## src/rtl/pipe_stage_buf.sv

```systemverilog
// pipe_stage_buf: inter-stage pipeline register with a held lane (valid/ready, stall/flush,
// optional 2-entry skid), an unconditional pass lane and saturating stall/flush counters.
`default_nettype none

module pipe_stage_buf #(
  parameter int CTRL_W = 8,
  parameter int DATA_W = 32,
  parameter int PASS_W = 38,
  parameter int SKID   = 1,
  parameter int CNT_W  = 16
) (
  input  logic              clk,
  input  logic              rst,
  input  logic              up_valid,
  output logic              up_ready,
  input  logic [CTRL_W-1:0] up_ctrl,
  input  logic [DATA_W-1:0] up_data,
  output logic              down_valid,
  input  logic              down_ready,
  output logic [CTRL_W-1:0] down_ctrl,
  output logic [DATA_W-1:0] down_data,
  input  logic              stall,
  input  logic              clear,
  input  logic [PASS_W-1:0] pass_i,
  output logic [PASS_W-1:0] pass_o,
  output logic [CNT_W-1:0]  stall_cnt,
  output logic [CNT_W-1:0]  flush_cnt
);

  localparam logic [CNT_W-1:0] C_CNT_MAX = {CNT_W{1'b1}};

  logic              m_valid_q, m_valid_d;
  logic [CTRL_W-1:0] m_ctrl_q,  m_ctrl_d;
  logic [DATA_W-1:0] m_data_q,  m_data_d;
  logic              s_valid_q;
  logic [CTRL_W-1:0] s_ctrl_q;
  logic [DATA_W-1:0] s_data_q;
  logic [PASS_W-1:0] pass_q;
  logic [CNT_W-1:0]  stall_cnt_q, stall_cnt_d;
  logic [CNT_W-1:0]  flush_cnt_q, flush_cnt_d;

  logic in_fire;
  logic out_fire;
  logic m_load;

  assign in_fire  = up_valid & up_ready;
  assign out_fire = m_valid_q & down_ready & ~stall;
  assign m_load   = out_fire | ~m_valid_q;

  // M refills from S first so the skid entry always leaves before a newer beat.
  always_comb begin
    m_valid_d = m_valid_q;
    m_ctrl_d  = m_ctrl_q;
    m_data_d  = m_data_q;
    if (clear) begin
      m_valid_d = 1'b0;
      m_ctrl_d  = '0;
    end else if (m_load) begin
      if (s_valid_q) begin
        m_valid_d = 1'b1;
        m_ctrl_d  = s_ctrl_q;
        m_data_d  = s_data_q;
      end else if (in_fire) begin
        m_valid_d = 1'b1;
        m_ctrl_d  = up_ctrl;
        m_data_d  = up_data;
      end else begin
        m_valid_d = 1'b0;
        m_ctrl_d  = '0;
      end
    end
  end

  always_comb begin
    stall_cnt_d = stall_cnt_q;
    flush_cnt_d = flush_cnt_q;
    if (!clear && m_valid_q && (stall || !down_ready) && stall_cnt_q != C_CNT_MAX)
      stall_cnt_d = stall_cnt_q + 1'b1;
    if (clear && (m_valid_q || s_valid_q || in_fire) && flush_cnt_q != C_CNT_MAX)
      flush_cnt_d = flush_cnt_q + 1'b1;
  end

  always_ff @(negedge clk or negedge rst) begin
    if (!rst) begin
      m_valid_q   <= 1'b0;
      m_ctrl_q    <= '0;
      m_data_q    <= '0;
      pass_q      <= '0;
      stall_cnt_q <= '0;
      flush_cnt_q <= '0;
    end else begin
      m_valid_q   <= m_valid_d;
      m_ctrl_q    <= m_ctrl_d;
      m_data_q    <= m_data_d;
      pass_q      <= pass_i;
      stall_cnt_q <= stall_cnt_d;
      flush_cnt_q <= flush_cnt_d;
    end
  end

  generate
    if (SKID != 0) begin : g_skid
      logic              s_valid_d;
      logic [CTRL_W-1:0] s_ctrl_d;
      logic [DATA_W-1:0] s_data_d;
      logic              s_take;

      assign s_take = in_fire & m_valid_q & ~out_fire;

      always_comb begin
        s_valid_d = s_valid_q;
        s_ctrl_d  = s_ctrl_q;
        s_data_d  = s_data_q;
        if (clear) begin
          s_valid_d = 1'b0;
        end else if (s_take) begin
          s_valid_d = 1'b1;
          s_ctrl_d  = up_ctrl;
          s_data_d  = up_data;
        end else if (s_valid_q && m_load) begin
          s_valid_d = 1'b0;
        end
      end

      always_ff @(negedge clk or negedge rst) begin
        if (!rst) begin
          s_valid_q <= 1'b0;
          s_ctrl_q  <= '0;
          s_data_q  <= '0;
        end else begin
          s_valid_q <= s_valid_d;
          s_ctrl_q  <= s_ctrl_d;
          s_data_q  <= s_data_d;
        end
      end

      // Taken straight from a flop: no path from down_ready/stall to up_ready.
      assign up_ready = ~s_valid_q;
    end else begin : g_single
      assign s_valid_q = 1'b0;
      assign s_ctrl_q  = '0;
      assign s_data_q  = '0;
      assign up_ready  = ~m_valid_q | out_fire;
    end
  endgenerate

  assign down_valid = m_valid_q;
  assign down_ctrl  = m_ctrl_q;
  assign down_data  = m_data_q;
  assign pass_o     = pass_q;
  assign stall_cnt  = stall_cnt_q;
  assign flush_cnt  = flush_cnt_q;

endmodule

`default_nettype wire

```

## config.mk

```make
export PLATFORM = sky130hd
export DESIGN_NAME = pipe_stage_buf
export DESIGN_NICKNAME = d
export VERILOG_FILES = /design/src/rtl/pipe_stage_buf.sv
export SDC_FILE = /design/constraint.sdc
export NUM_CORES = 1
export LEC_CHECK = 0
export CAP_MARGIN = 10
export CORE_ASPECT_RATIO = 1.75
export CORE_MARGIN = 2
export CORE_UTILIZATION = 25
export DETAILED_ROUTE_END_ITERATION = 12
export DONT_BUFFER_PORTS = 1
export GPL_TIMING_DRIVEN = 0
export PLACE_DENSITY = 0.39
export SYNTH_ARGS = -nofsm -noshare
export SYNTH_HDL_FRONTEND = slang
export SYNTH_SLANG_ARGS = --single-unit
```

## constraint.sdc

```tcl
create_clock -name clk -period 1.6 [get_ports clk]
set_input_delay 0.16 -clock clk [delete_from_list [all_inputs] [get_ports clk]]
set_output_delay 0.16 -clock clk [all_outputs]
set_load 0.02 [all_outputs]
```

# Word-level counts from Yosys, hierarchy flattened
# Cells that the tools add are included.
totals:
  regBits: 152
  inputBits: 84
  out_inout_bits: 112
  elab_cells: 53
classes:
  add_sub_neg: 2
  n_eq_ne: 2
  mux: 13
  bitwise_logic: 11
  reduce_logical: 16
op_table:
  columns: ["cell", "n"]
  rows:
  - ["$mux W32", 2]
  - ["$add A16 B1 Y16 const B", 2]
  - ["$mux W8", 4]
  - ["$ne A16 B16 Y1 const B", 2]
  - ["$mux W1", 7]
  - ["$logic_and A1 B1 Y1", 6]
  - ["$and A1 B1 Y1", 5]
  - ["$not A1 Y1", 5]
  - ["$reduce_bool A2 Y1", 2]
  - ["$logic_or A1 B1 Y1", 3]
  - ["$reduce_and A3 Y1", 1]
  - ["$reduce_bool A3 Y1", 1]
  - ["$logic_not A1 Y1", 2]
  - ["$reduce_and A2 Y1", 1]
  - ["$or A1 B1 Y1", 1]

# Longest topological paths before layout
logic_depth:
  ltp_word: 7
  depth_mapped: 6
  depth_no_buf: 5

==> results.toml <==
[global_route]
grtUsageMet3_pct = 5.89
overflow = 0
grt_pass1_vias = 4039
grt_antenna_before_repair = 0
grt_max_degree = 153
grt_pass1_wl_um = 24800
grt_util_met1_pct = 13.1
gr-usage-all-layers_pct = 13.4
use_met2_pct = 24.2
grt_busiest_layer = "met2"

[yosys]
syn_nets = 537
synth_top_cell_by_area = "dfrtn_1"
ys_ff_latch = 152
seq_area_frac_synth_pct = 63.8
synth_top_area_share_pct = 63.8
synth_area_leaders = "dfrtn_1, mux2_2, mux2i_1"
synthCells = 451
synth.yosys.warnings = 0
synth_cell_types = 37
synth_area_um2 = 5960
syn_avg_cell_area_um2 = 13.2

[timing]
holdWs_ps = 137
slew_violations = 0
setup_viol = 184
worstMarginPinSlew_ps = 586
fin_ws_ps = -464
rsz0062_at_grt = "yes"
worst_slew_margin_rel_pct = 60.6
fin_skew_ps = 7.37
hold_viol = 0
setup_tns_ps = -50630

[pwr]
p_per_area_nw_per_um2 = 1470
vdd_ir_drop_max_mv = 0.611
power_mw = 11.4
cellLeakagePower_nw = 3.25

[finish]
multi_input_area_um2 = 2460
synthToLayoutAreaGrowth_pct = 30.8
final_nets = 578
fill_cells = 2310
antenna-diode-count = 0
seq_area_um2 = 3800
layout-drive-gt1-share_pct = 38.0

[clocking]
clockRootBuffer = "clkbuf_16"
htreeDepth = 4
cts_tree = "done"
cts_buffer_depth = 2
insertion_delay_ps = 410
clock-sinks = 152
path_clk_slew_ps = 50
numCtsBuffers = 17

[setup_path]
cp_data_arrival_time_ps = 1900
endpoint = "down_valid"
critPathLaunch = "down_valid$_DFFE_NN0P_"
ff2ff_path_depth = 4
r2r_start = "flush_cnt[8]$_DFFE_NN0P_"
r2r_end = "flush_cnt[1]$_DFFE_NN0P_"
crit_type = "reg2out"
r2r_setup_slack_ps = -410
startpoint_type = "flip-flop"
end_kind = "output port"
critical_path_depth = 0
path_max_fanout = 6
cp.required_ps = 1440

[floorplanning]
fp.dieArea_um2 = 25200
num_rows = 74
dieWidth_um = 121
coreArea_um2 = 23400
pin_count = 196
start_util_pct = 25.5
fp.dieH_um = 208

[place]
hpwl_um = 11100
gp_congestion = 0.710
port_buffers = 0

[route]
vias = 3668
dr.pass1.iters = 4
ant_nets = 0
wl_per_cell_um = 20.0
drt_iter0_markers = 110
wirelength_um = 16200
drc_errors = 0
routed_via_density = 4.53

[run_status]
failed_checks = "negative setup slack"
status = "finished with violations"

[worst_hold_path]
hp-class = "in2async"

[job]
maxCapViolations = 0
-- layout by cell type (no fill, tap or decap), drive strengths merged --
cell / count
nor3b: 2
clkbuf: 21
nor3: 8
and4: 2
inv: 6
nor4: 9
o31ai: 1
clkinv: 2
dfrtn: 152
a21oi: 32
nand4: 10
and2: 1
o31a: 1
ha: 2
nand2: 23
or2: 3
o41ai: 1
buf: 39
mux2: 43
o21ai: 9
bufinv: 5
mux2i: 32
nor2b: 3
nand3: 9
xnor2: 9
nor4b: 2
clkinvlp: 3
and3: 2
a22oi: 8
a211oi: 1
xor2: 20
nor2: 39
nand2b: 5
-- per-stage QoR --
step                      instances  area (um2)  setup WS (ps)  utilization, %
after global placement          755        6670           -661            28.5
after floorplan                 451        6290           -467               -
after CTS                       801        7650           -499            32.7
after detailed placement        755        6670           -696            28.5
final                           809        7800           -464            33.3
after global routing            809        7800           -526            33.3
-- registers in the layout, summed over array words and instances, names as in the netlist --
signal      flops
down_data      32
flush_cnt      16
down_valid      1
pass_o         38
s_ctrl_q        8
s_data_q       32
s_valid_q       1
down_ctrl       8
stall_cnt      16
-- per-layer routing --
layer  wire (um)  up-vias
li1            -     1660
met1        5550     1887
met2        9060      102
met3        1220       19
met4         340        0
met5           0        -
-- worst reg2reg max path, cell delays in order, from the launching register on --
cell and delay [ps]:
dfrtn_1 640, nand4_1 230, o41ai_4 500, buf_6 200
mux2_4 300
-- Yosys cell counts --
cell type / number
mux2i_1: 32
nand4_1: 10
buf_2: 13
nor2_4: 1
nor2b_1: 3
nor4_2: 6
nand2b_1: 3
mux2_2: 39
mux2_1: 4
dfrtn_1: 152
o41ai_2: 1
and2_1: 1
buf_1: 3
inv_1: 3
nor4b_1: 1
buf_6: 2
nand2b_4: 2
nor3b_1: 2
a211oi_4: 1
o21ai_0: 9
or2_2: 3
xor2_1: 20
nand2_1: 23
xnor2_1: 9
ha_1: 2
nor4_1: 3
o31a_1: 1
a22oi_1: 8
nor3_1: 8
and4_1: 2
nor2_1: 38
a21oi_1: 32
nor4b_2: 1
buf_4: 1
nand3_1: 9
and3_1: 2
o31ai_1: 1
-- power breakdown --
| part | internal, mW | switching [mW] |
|---|---|---|
| sequential | 4.57 | 1.04 |
| clock | 2.87 | 1.68 |
| combinational | 0.722 | 0.555 |
-- cell families after synthesis --
kind of cell	Yosys count	synth area share [%]
multiplexers	75	13.5
XOR/XNOR	29	4.26
flip-flops	152	63.8
adder cells (fa/ha/maj)	2	0.420
AND/OR/NAND/NOR	118	10.7
buffers and inverters	22	1.97
AO/OA/AOI/OAI	53	5.33
-- repair_timing --
item | 4_1_cts | 5_1_grt
resized for setup | 38 | 27
setup endpoints to repair | 216 | 213
cloned | 3 | 1
setup buffers | 11 | 9
hold buffers | 0 | 0
pin swaps | 10 | 15
-- how the worst min path moves through the flow --
stage                                    end  slack [ps]  cells past startpoint
detailed placement  s_data_q[31]$_DFFE_NN0P_         450                      1
floorplan            s_data_q[0]$_DFFE_NN0P_         440                      1
global route         s_ctrl_q[2]$_DFFE_NN0P_         120                      0
finish               s_ctrl_q[1]$_DFFE_NN0P_         140                      0
CTS                 s_data_q[26]$_DFFE_NN0P_         110                      0
global placement     s_data_q[1]$_DFFE_NN0P_         450                      1
-- area by class of cell --
type,instances,area share [%]
clock buffers,19,5.81
well taps,304,4.88
flip-flops and latches,152,48.8
plain buffers,19,3.15
multi-input cells,277,31.5
repair buffers,22,2.86
clock inverters,13,2.78
inverters,3,0.209
Note: power is estimated with default switching activity, not from simulation.
